**config.mk**
```make
export PLATFORM = sky130hd
export DESIGN_NAME = sorted_word_streamer
export DESIGN_NICKNAME = d
export VERILOG_FILES = /design/src/rtl/sorter_pkg.sv /design/src/rtl/lane_order_checker.sv /design/src/rtl/sorted_word_streamer.sv
export SDC_FILE = /design/constraint.sdc
export NUM_CORES = 1
export LEC_CHECK = 0
export CORE_MARGIN = 5
export CORE_UTILIZATION = 57
export DETAILED_ROUTE_END_ITERATION = 12
export PLACE_DENSITY = 0.88
export RECOVER_POWER = 50
export REMOVE_ABC_BUFFERS = 1
export SLEW_MARGIN = 20
export SYNTH_ARGS = -nofsm -noshare
export SYNTH_HDL_FRONTEND = slang
export SYNTH_SLANG_ARGS = --single-unit
```
**constraint.sdc**
```tcl
create_clock -name clk -period 2.1 [get_ports clk]
set_input_delay 0.42 -clock clk [delete_from_list [all_inputs] [get_ports clk]]
set_output_delay 0.42 -clock clk [all_outputs]
set_load 0.01 [all_outputs]
```
**src/rtl/sorter_pkg.sv**
```systemverilog
// Shared Sorter definitions: default geometry, lane extraction helper and the
// streamer FSM state type.
package sorter_pkg;

  localparam int DEF_LANES = 8;
  localparam int DEF_W     = 8;
  localparam int IDX_W     = $clog2(DEF_LANES);

  typedef enum logic {
    IDLE   = 1'b0,
    STREAM = 1'b1
  } state_t;

  function automatic logic [DEF_W-1:0] lane(input logic [DEF_LANES*DEF_W-1:0] word,
                                            input int unsigned i);
    return word[i*DEF_W +: DEF_W];
  endfunction

endpackage

```
**src/rtl/lane_order_checker.sv**
```systemverilog
// Combinational monotonic-order check of a packed word: sorted=1 when every
// lane is unsigned <= the next higher lane.
module lane_order_checker
  import sorter_pkg::*;
#(
  parameter int LANES = DEF_LANES,
  parameter int W     = DEF_W
) (
  input  logic [LANES*W-1:0] word,
  output logic               sorted
);

  logic [LANES-2:0] pair_ok;

  generate
    for (genvar gi = 0; gi < LANES - 1; gi++) begin : g_cmp
      assign pair_ok[gi] = (word[gi*W +: W] <= word[(gi+1)*W +: W]);
    end
  endgenerate

  assign sorted = &pair_ok;

endmodule

```
**src/rtl/sorted_word_streamer.sv**
```systemverilog
// Accepts packed sorted words into an active/pending double buffer and streams
// them one lane per transfer; optionally counts words that arrive out of order.
module sorted_word_streamer
  import sorter_pkg::*;
#(
  parameter int LANES    = DEF_LANES,
  parameter int W        = DEF_W,
  parameter int DESCEND  = 0,
  parameter int CHECK_EN = 1
) (
  input  logic                       clk,
  input  logic                       rst_n,
  input  logic                       in_valid,
  output logic                       in_ready,
  input  logic [LANES*W-1:0]         in_data,
  output logic                       out_valid,
  input  logic                       out_ready,
  output logic [W-1:0]               out_data,
  output logic [$clog2(LANES)-1:0]   out_idx,
  output logic                       out_last,
  output logic                       order_err,
  output logic [7:0]                 err_cnt
);

  localparam int IW = $clog2(LANES);
  localparam logic [IW-1:0] FIRST_IDX = (DESCEND != 0) ? IW'(LANES - 1) : '0;
  localparam logic [IW-1:0] LAST_IDX  = (DESCEND != 0) ? '0 : IW'(LANES - 1);

  state_t              state_reg, state_next;
  logic [LANES*W-1:0]  active_reg, pend_reg;
  logic                pend_full_reg, alive_reg;
  logic [IW-1:0]       idx_reg, idx_next;
  logic                load_in, load_pend, pend_wr, pend_clr;
  logic                accept, xfer, last_xfer;
  logic [W-1:0]        active_lanes [LANES];

  generate
    for (genvar gi = 0; gi < LANES; gi++) begin : g_lane
      assign active_lanes[gi] = active_reg[gi*W +: W];
    end
  endgenerate

  // alive_reg keeps in_ready low until the first clock after reset release
  assign in_ready  = alive_reg & ~pend_full_reg;
  assign accept    = in_valid & in_ready;
  assign out_valid = (state_reg == STREAM);
  assign out_idx   = idx_reg;
  assign out_data  = active_lanes[idx_reg];
  assign out_last  = out_valid & (idx_reg == LAST_IDX);
  assign xfer      = out_valid & out_ready;
  assign last_xfer = xfer & out_last;

  always_comb begin
    state_next = state_reg;
    idx_next   = idx_reg;
    load_in    = 1'b0;
    load_pend  = 1'b0;
    pend_wr    = 1'b0;
    pend_clr   = 1'b0;
    case (state_reg)
      IDLE: begin
        if (pend_full_reg) begin
          load_pend  = 1'b1;
          pend_clr   = 1'b1;
          idx_next   = FIRST_IDX;
          state_next = STREAM;
        end else if (accept) begin
          load_in    = 1'b1;
          idx_next   = FIRST_IDX;
          state_next = STREAM;
        end
      end
      STREAM: begin
        if (last_xfer) begin
          // refill from pending first; a same-edge accept only bypasses when pending is empty
          if (pend_full_reg) begin
            load_pend = 1'b1;
            pend_clr  = 1'b1;
            idx_next  = FIRST_IDX;
          end else if (accept) begin
            load_in  = 1'b1;
            idx_next = FIRST_IDX;
          end else begin
            state_next = IDLE;
          end
        end else begin
          if (xfer) idx_next = (DESCEND != 0) ? idx_reg - 1'b1 : idx_reg + 1'b1;
          if (accept) pend_wr = 1'b1;
        end
      end
    endcase
  end

  always_ff @(posedge clk or negedge rst_n) begin
    if (!rst_n) begin
      state_reg     <= IDLE;
      idx_reg       <= '0;
      active_reg    <= '0;
      pend_reg      <= '0;
      pend_full_reg <= 1'b0;
      alive_reg     <= 1'b0;
    end else begin
      state_reg <= state_next;
      idx_reg   <= idx_next;
      alive_reg <= 1'b1;
      if (load_in)        active_reg <= in_data;
      else if (load_pend) active_reg <= pend_reg;
      if (pend_wr) begin
        pend_reg      <= in_data;
        pend_full_reg <= 1'b1;
      end else if (pend_clr) begin
        pend_full_reg <= 1'b0;
      end
    end
  end

  generate
    if (CHECK_EN != 0) begin : g_chk
      logic       sorted;
      logic       err_reg;
      logic [7:0] cnt_reg;

      lane_order_checker #(.LANES(LANES), .W(W)) u_checker (
        .word   (in_data),
        .sorted (sorted)
      );

      always_ff @(posedge clk or negedge rst_n) begin
        if (!rst_n) begin
          err_reg <= 1'b0;
          cnt_reg <= '0;
        end else begin
          err_reg <= accept & ~sorted;
          if (accept && !sorted && cnt_reg != 8'hFF) cnt_reg <= cnt_reg + 8'd1;
        end
      end

      assign order_err = err_reg;
      assign err_cnt   = cnt_reg;
    end else begin : g_nochk
      assign order_err = 1'b0;
      assign err_cnt   = '0;
    end
  endgenerate

endmodule

```
-- Word level (Yosys, flattened, before mapping)
Index checks and enable logic that the tools add are counted.
- register bits: 143
- bits in latches: 0
- memory bits (writable): 0
- bits in read-only memories: 0
- input bits: 68
- output and inout bits: 23
- logic and storage cells: 61
- memories kept: 0
- add/subtract/negate cells: 2
- multiply operators: 0
- divide/modulo/power cells: 0
- magnitude comparators: 8
- equal/unequal tests: 3
- shift-type cells: 0
- muxes and demuxes: 24
- bitwise logic cells: 10
- reduce and logical (&&, ||, !) cells: 6
- operators with widths (cell ; number):
    2-to-1 mux 64 bit ; 2
    less-or-equal comparator 8 bit ; 7
    binary-select mux 8 bit (select 3 bit) ; 1
    2-to-1 mux 8 bit ; 2
    2-to-1 mux 3 bit ; 4
    2-to-1 mux 1 bit ; 11
    adder 8 x 1 -> 8 bit (second input constant) ; 1
    inequality test 8 bit (second input constant) ; 1
    AND reduction 7 bit ; 1
    AND 1 bit ; 6
    one-hot mux 1 bit (2 select lines) ; 3
    one-hot mux 3 bit (2 select lines) ; 1
    greater-or-equal comparator 4 bit (second input constant) ; 1
    NOT 3 -> 4 bit ; 1
    nonzero test 2 bit ; 2
    adder 3 x 1 -> 3 bit (second input constant) ; 1
    equality test 3 bit (second input constant) ; 1
    inequality test 3 x 1 -> 1 bit (second input constant) ; 1
    NOT 1 bit ; 3
    logical AND 1 bit ; 2
    logical NOT 1 bit ; 1

-- Depth between registers and ports, before layout
Gate-level depths: netlist (run 1).
- depth in word-level cells: 8
- depth in mapped cells: 9
- depth with buffers taken out: 9

-- Modules after synthesis
Synthesis (run 1) repeated with hierarchy kept, for this count alone.
- cells, all modules: 785
- area, all modules: 8409.3 µm²
- modules (own cells, without submodules) (module ; instances ; cells an instance ; area each (µm²) ; sequential area each (µm²)):
    sorted_word_streamer ; 1 ; 591 ; 6998.0 ; 3578.4
    lane_order_checker ; 1 ; 194 ; 1411.4 ; 0.0

-- Least setup slack after synthesis (run 1)
OpenSTA, ideal clock, no wires.
- path kind: input port to flip-flop
- from: input port in_data[15]
- to: register g_chk.cnt_reg[1], in the netlist err_cnt[1]
- setup time: 0.128 ns
- arrival time: 2.135 ns
- data required time: 1.972 ns
- slack: -0.163 ns
- stages on the path: 9
- buffers on the path: 0
- cell sequence: inv_1 > ha_1 > nand4_2 > nor3_2 > nor2_1 > a2111oi_4 > nand4_4 > nand3_2 > mux2_1
- cells in the longest elaborated chain, start to end: 5
- elaborated cells on any way between the ends: 6
- classes of those cells: order compare: 2; reduce/logical: 4
- RTL lines (element ; RTL line ; text):
    start: declaration ; sorted_word_streamer.sv:15 ; input logic [LANES*W-1:0] in_data,
    less-or-equal comparator 8 bit ; lane_order_checker.sv:17 ; assign pair_ok[gi] = (word[gi*W +: W] <= word[(gi+1)*W +: W]);
    AND reduction 7 bit (*) ; lane_order_checker.sv:21 ; assign sorted = &pair_ok;
    logical NOT 1 bit (*) ; sorted_word_streamer.sv:134 ; if (accept && !sorted && cnt_reg != 8'hFF) cnt_reg <= cnt_reg + 8'd1;
    logical AND 1 bit (*) (2 in a row) ; sorted_word_streamer.sv:134 ;
    end signal: assignment ; sorted_word_streamer.sv:134 ;
    end: declaration ; sorted_word_streamer.sv:121 ; logic [7:0] cnt_reg;
Mark *: on every way between the ends. The rest lies on a longest branch, timed or not.
A chain may end at the register's enable or synchronous reset.

-- Worst setup path after layout (run 1)
- from: register idx_reg[0], in the netlist out_idx[0]
- to: output port out_data[2]
- cells in the longest elaborated chain, start to end: 4
- RTL lines (element ; RTL line ; text):
    start: declaration ; sorted_word_streamer.sv:32 ; logic [IW-1:0] idx_reg, idx_next;
    start signal: assignment ; sorted_word_streamer.sv:104 ; idx_reg <= idx_next;
    NOT 3 -> 4 bit (implied by the code) ; sorted_word_streamer.sv:48 ; assign out_data = active_lanes[idx_reg];
    binary-select mux 8 bit (select 3 bit) ; sorted_word_streamer.sv:48 ;
    2-to-1 mux 8 bit (implied by the code) (2 in a row) ; sorted_word_streamer.sv:48 ;
    end: declaration ; sorted_word_streamer.sv:18 ; output logic [W-1:0] out_data,
Every way passes these cells. The select of a mux whose other input is x is not followed.

==> metrics.csv, run 1 <==
metric,value,unit
status,"complete, but fails checks",
failing checks,"capacitance limit, slew limit, setup timing",
CP Max Fanout,4,
Synth Instances,729,
"commonest non-fill, non-tap cell in the layout",dfrtp_1,
top cell type's share of synthesized area,46.6,%
"Seq/Total Area, Yosys",46.6,%
die footprint,15900,um2
Sw Pwr,0.00557,W
layout overhead on the synthesized area,42.4,%
Worst slew margin,-2.16,%
antenna diode count,0,
IO Count,91,
port buffer count,90,
r2r startpoint,out_idx[0],
via count,7841,
Worst EP required,1680,ps
WHS Path Cells,2,
worst-skew pair later-pin latency,440,ps
most frequent cells in the layout,"dfrtp_1, a21oi_1, buf_4",
final hold violation count,0,
Site Rows,42,
crit path DAT,2100,ps
Post-synth EDFFs,0,
dpl hpwl,14.0,mm
final setup skew,10.1,ps
fill count,623,
vias in the first global route,7955,
Area contributors post-synth,"dfrtp_1, mux2_2, ha_1",
prevailing post-synth register cell,dfrtp_1,
fmax,397,MHz
reg2reg end,active_reg[43],
r2r worst-path depth,11,
antenna violation net count after detailed routing,0,
Worst R2R Setup Slack,-310,ps
final critical-path share of the clock period,120,%
die width,126,um
fin crit period,2520,ps
clock-pin transition on the worst setup and hold timing paths,60,ps
Comb pwr share,43.2,%
worst hold slack,306,ps
Root Driver,clkbuf_16,
nature of the critical path startpoint,flip-flop,
YS warnings,0,
mapped cell area,7680,um2
wire per inst,29.0,um
clock sink count,143,
CTS tree,done,
Vert. Die Dim,126,um
Final TNS setup,-16320,ps
largest net degree at the start of global routing,67,
Internal Power,0.00892,W
worst vdd ir,0.750,mV
global-route wire length before repair,42.8,mm
leakage power,4.83,nW
Total Routed Length,32.0,mm
Post-route DRC,0,
Avg Vias per Cell,7.11,
Max-Cap Viols,1,
proportion of power drawn by flip-flops and latches,35.6,%
leading area contributor after synthesis,dfrtp_1,
clk buf depth,2,
Worst Setup Path Type,reg2out,
Hold Crit Class,in2reg,
RSZ-0062 raised after global routing,yes,
Clk pwr share,21.1,%
Worst setup EP type,output port,
Hold EP,pend_reg[22],
worst-margin pin slew,1530,ps
Cell Pwr Density,1320,nW/um2
Tot GR Track Use,34.6,%
Core Region,13200,um2
Hold Startpoint,in_data[22],
asr flop ratio synth,100,%
total CTS buffers,17,
final max-slew violation count,53,
Setup crit start,out_idx[0],
layout cells sized above 1,41.4,%
Sw Share,38.5,%
initial antenna violation count,0,
Pwr Total,0.0145,W
final setup fails,106,
Final WS setup,-421,ps
TritonRoute pass-1 iters,6,
Mean Syn Cell Area,10.5,um2
Synth cell types,41,
H-Tree Depth,4,
DR iter-0 viols,1096,
number of nets in the layout,1041,
"FF+latch count, synth",143,
GPL Wtd Cong,0.842,
total gr overflow,0,
initial core utilization,58.0,%
==> synthesized netlist by cell type, drive strengths merged, types with 2 or more instances <==
master / number
nor2b: 8
xnor2: 5
nor2: 75
o21ai: 8
o22ai: 65
dfrtp: 143
nand3: 10
ha: 59
inv: 60
o211ai: 6
and2: 3
mux4: 16
a21oi: 90
a22o: 4
buf: 17
clkbuf: 21
a211oi: 3
nand2: 35
a21o: 4
and3: 2
nand4: 17
nand2b: 2
nor3: 2
mux2: 67
==> worst max path at each step <==
stage | endpoint | cells past startpoint | slack, ps
global route | out_data[2] | 6 | -440
floorplan | pend_reg[0] | 6 | -2730
global placement | err_cnt[7] | 10 | -780
CTS | out_data[6] | 6 | -320
finish | out_data[2] | 6 | -420
detailed placement | err_cnt[7] | 10 | -910
==> area by class of cell <==
cell class / instances / area (um2) / share of cell area (%)
Multi-Input combinational cell: 487 / 4410 / 40.3
Inverter: 61 / 234 / 2.14
Timing Repair Buffer: 204 / 1910 / 17.5
Sequential cell: 143 / 3580 / 32.7
Tap cell: 176 / 220 / 2.01
Clock inverter: 4 / 47.5 / 0.435
Clock buffer: 28 / 537 / 4.91
==> layer usage <==
layer	up-vias	share of wire (%)	global-route usage, %
met3	331	12	11.3
met4	0	10	21.7
li1	3004	-	-
met1	3702	33	38.8
met5	-	0	0
met2	804	45	57.1
==> timing repair <==
item                       4_1_cts  5_1_grt
resized for setup              263       82
cloned                           3        2
setup endpoints to repair       68      124
hold buffers                     1        0
setup buffers                   12        4
hold endpoints to repair        48        0
pin swaps                       53       28
==> through the flow <==
step | setup WS, ps | std cells | util, % | area (um2)
finish | -421 | 1103 | 82.6 | 10900
global route | -440 | 1103 | 82.6 | 10900
CTS | -320 | 1098 | 80.9 | 10700
detailed placement | -911 | 1050 | 71.7 | 9500
global placement | -776 | 1050 | 71.7 | 9500
floorplan | -2730 | 691 | - | 7520
==> cells by family (layout without fill, tap and decap cells) <==
kind of cell / Yosys count / count (layout) / share of synthesized area (%)
AOI/OAI and AO/OA: 183 / 183 / 14.1
xor gates and xnor gates: 5 / 5 / 0.570
adders and majority gates: 59 / 59 / 9.61
buffers and inverters: 99 / 297 / 5.08
DFF: 143 / 143 / 46.6
muxes: 83 / 83 / 14.5
other: 1 / 1 / 0.0488
and+or+nand+nor: 156 / 156 / 9.48
==> worst max-delay path: stages, from the launching register on <==
cell and delay, ps:
dfrtp_2 460, buf_12 160, buf_8 130, mux4_2 580, nand2_1 100, nand2_1 70, buf_2 150
==> power by group through the flow <==
stage | clock network [W] | registers, W | logic, W
detailed placement | 0 | 0.00493 | 0.00502
floorplan | 0 | 0.00479 | 0.00307
global placement | 0 | 0.00481 | 0.00482
global route | 0.00316 | 0.00521 | 0.00656
CTS | 0.00298 | 0.00493 | 0.00535
finish | 0.00306 | 0.00516 | 0.00627
Note: power is estimated with default switching activity, not from simulation.
==> inputs of run 2 (changes only) <==
--- a/config.mk
+++ b/config.mk
@@ -5,6 +5,7 @@
 export SDC_FILE = /design/constraint.sdc
 export NUM_CORES = 1
 export LEC_CHECK = 0
+export CAP_MARGIN = 20
 export CORE_MARGIN = 5
 export CORE_UTILIZATION = 57
 export DETAILED_ROUTE_END_ITERATION = 12
==> results of run 2 <==
The final DEF is identical to that of run 1; final timing and power are the same.
==> inputs of run 3 (changes only) <==
--- a/config.mk
+++ b/config.mk
@@ -7,9 +7,9 @@
 export LEC_CHECK = 0
 export CAP_MARGIN = 20
 export CORE_MARGIN = 5
-export CORE_UTILIZATION = 57
+export CORE_UTILIZATION = 50
 export DETAILED_ROUTE_END_ITERATION = 12
-export PLACE_DENSITY = 0.88
+export PLACE_DENSITY = 0.8
 export RECOVER_POWER = 50
 export REMOVE_ABC_BUFFERS = 1
 export SLEW_MARGIN = 20
==> run 3 against run 2 <==
The run ends with setup timing left. Clock skew shrank 1.8 ps. Global-route usage fell by 7.3 points. Sequential share of layout area rose by 0.21 points. Via count shrank 10%. Hold slack got worse by 41 ps. Final area shrank 0.64%. First-iteration DRC count down 38%. Utilization is 11 points lower. Critical path depth is the same. Clock power decreased by 4%. Combinational power shrank 8.8%.
==> metrics.csv, run 3 (synthesis gave the netlist of run 1 again) <==
metric,value,unit
fill count,966,
final max-slew violation count,0,
Root Driver,clkbuf_16,
crit path DAT,2000,ps
global-route wire length before repair,38.2,mm
GPL Wtd Cong,0.905,
fin cells,1118,
final setup fails,77,
Worst setup EP type,output port,
Total Routed Length,25.3,mm
Final Core Density,71.7,%
antenna violation net count after detailed routing,0,
Core Region,15100,um2
Pwr Total,0.0137,W
Worst EP required,1680,ps
die footprint,17900,um2
worst-skew pair later-pin latency,430,ps
Max-Cap Viols,0,
Hold Startpoint,in_data[23],
"commonest non-fill, non-tap cell in the layout",dfrtp_1,
Sw Share,35.1,%
total gr overflow,0,
Post-route DRC,0,
CTS tree,done,
antenna diode count,0,
Clk pwr share,21.5,%
number of nets in the layout,1047,
Avg Vias per Cell,6.30,
DP Cell Count,1061,
nature of the critical path startpoint,flip-flop,
wire per inst,22.6,um
Sw Pwr,0.00480,W
port buffer count,90,
CP Max Fanout,6,
Worst slew margin,7.47,%
die width,134,um
Comb pwr share,41.8,%
clk buf depth,2,
proportion of power drawn by flip-flops and latches,36.7,%
worst vdd ir,0.925,mV
layout cells sized above 1,41.4,%
RSZ-0062 raised after global routing,yes,
status,"complete, but fails checks",
initial antenna violation count,1,
H-Tree Depth,4,
initial core utilization,50.7,%
DR iter-0 viols,684,
dpl hpwl,13.7,mm
Site Rows,45,
total CTS buffers,17,
most frequent cells in the layout,"dfrtp_1, a21oi_1, buf_4",
TritonRoute pass-1 iters,5,
Worst Setup Path Type,reg2out,
Internal Power,0.00888,W
leakage power,4.84,nW
vias in the first global route,7284,
worst-margin pin slew,1390,ps
Setup crit start,out_idx[0],
via count,7043,
final critical-path share of the clock period,115,%
Hold Crit Class,in2reg,
Final WS setup,-325,ps
IO Count,91,
largest net degree at the start of global routing,67,
dpl cell area,9470,um2
clock sink count,143,
failing checks,setup timing,
clock-pin transition on the worst setup and hold timing paths,60,ps
layout overhead on the synthesized area,41.5,%
final hold violation count,0,
final setup skew,8.22,ps
r2r startpoint,out_idx[0],
Vert. Die Dim,134,um
Cell Pwr Density,1260,nW/um2
fin crit period,2420,ps
Tot GR Track Use,27.3,%
Final Cell Area,10900,um2
fmax,412,MHz
-- run 3: what timing repair did --
item | CTS | global route
setup endpoints to repair | 87 | 84
gates resized for setup | 261 | 116
hold buffers | 1 | 0
pin swaps | 60 | 51
buffers inserted | 17 | 8
gates cloned | 5 | 1
endpoints found under the hold margin | 48 | 0
-- run 3: power groups by stage --
stage	registers, W	clock network (W)	logic, W
floorplan	0.00479	0	0.00307
global placement	0.00481	0	0.00484
detailed placement	0.00491	0	0.00500
CTS	0.00489	0.00293	0.00542
global route	0.00511	0.00306	0.00618
finish	0.00502	0.00293	0.00572
-- run 3: routing by layer --
layer	share of wire, %	wire length [um]	GRT usage, %
met1	38	9670	34.0
met3	7.5	1900	6.30
met5	0.028	7	0
met2	49	12500	46.1
met4	4.7	1180	11.0
-- run 3: worst max-delay path, stage by stage, from the launching register on --
cell and delay [ps]:
dfrtp_2 430, buf_12 160, buf_6 120, mux4_2 540, nand2_2 110, nand2_2 80
buf_6 130
-- run 3: worst paths after layout --
kind	to	slack, ps	cells after the start
max in group asynchronous	pend_reg[57]	220	3
setup reg to reg	pend_reg[22]	-290	9
hold reg to reg	err_cnt[4]	510	1
setup / recovery	out_data[2]	-320	6
min in group asynchronous	active_reg[23]	840	2
hold / removal	pend_reg[23]	270	2
-- run 3: layout make-up --
class | instances | area, um2 | share of cell area, %
Sequential cell | 143 | 3580 | 32.9
Clock buffer | 21 | 470 | 4.33
Timing Repair Buffer | 210 | 1940 | 17.9
Multi-Input combinational cell | 487 | 4310 | 39.7
Inverter | 61 | 236 | 2.18
Clock inverter | 8 | 90.1 | 0.829
Tap cell | 188 | 235 | 2.16
-- run 3: through the flow --
step / TNS [ps] / worst slack (ps) / hold WS (ps)
after floorplan: -242560 / -2730 / 124
after global routing: -17970 / -337 / 266
after global placement: -7680 / -851 / 401
final: -14400 / -325 / 266
after detailed placement: -8940 / -936 / 411
after CTS: -7410 / -278 / 326
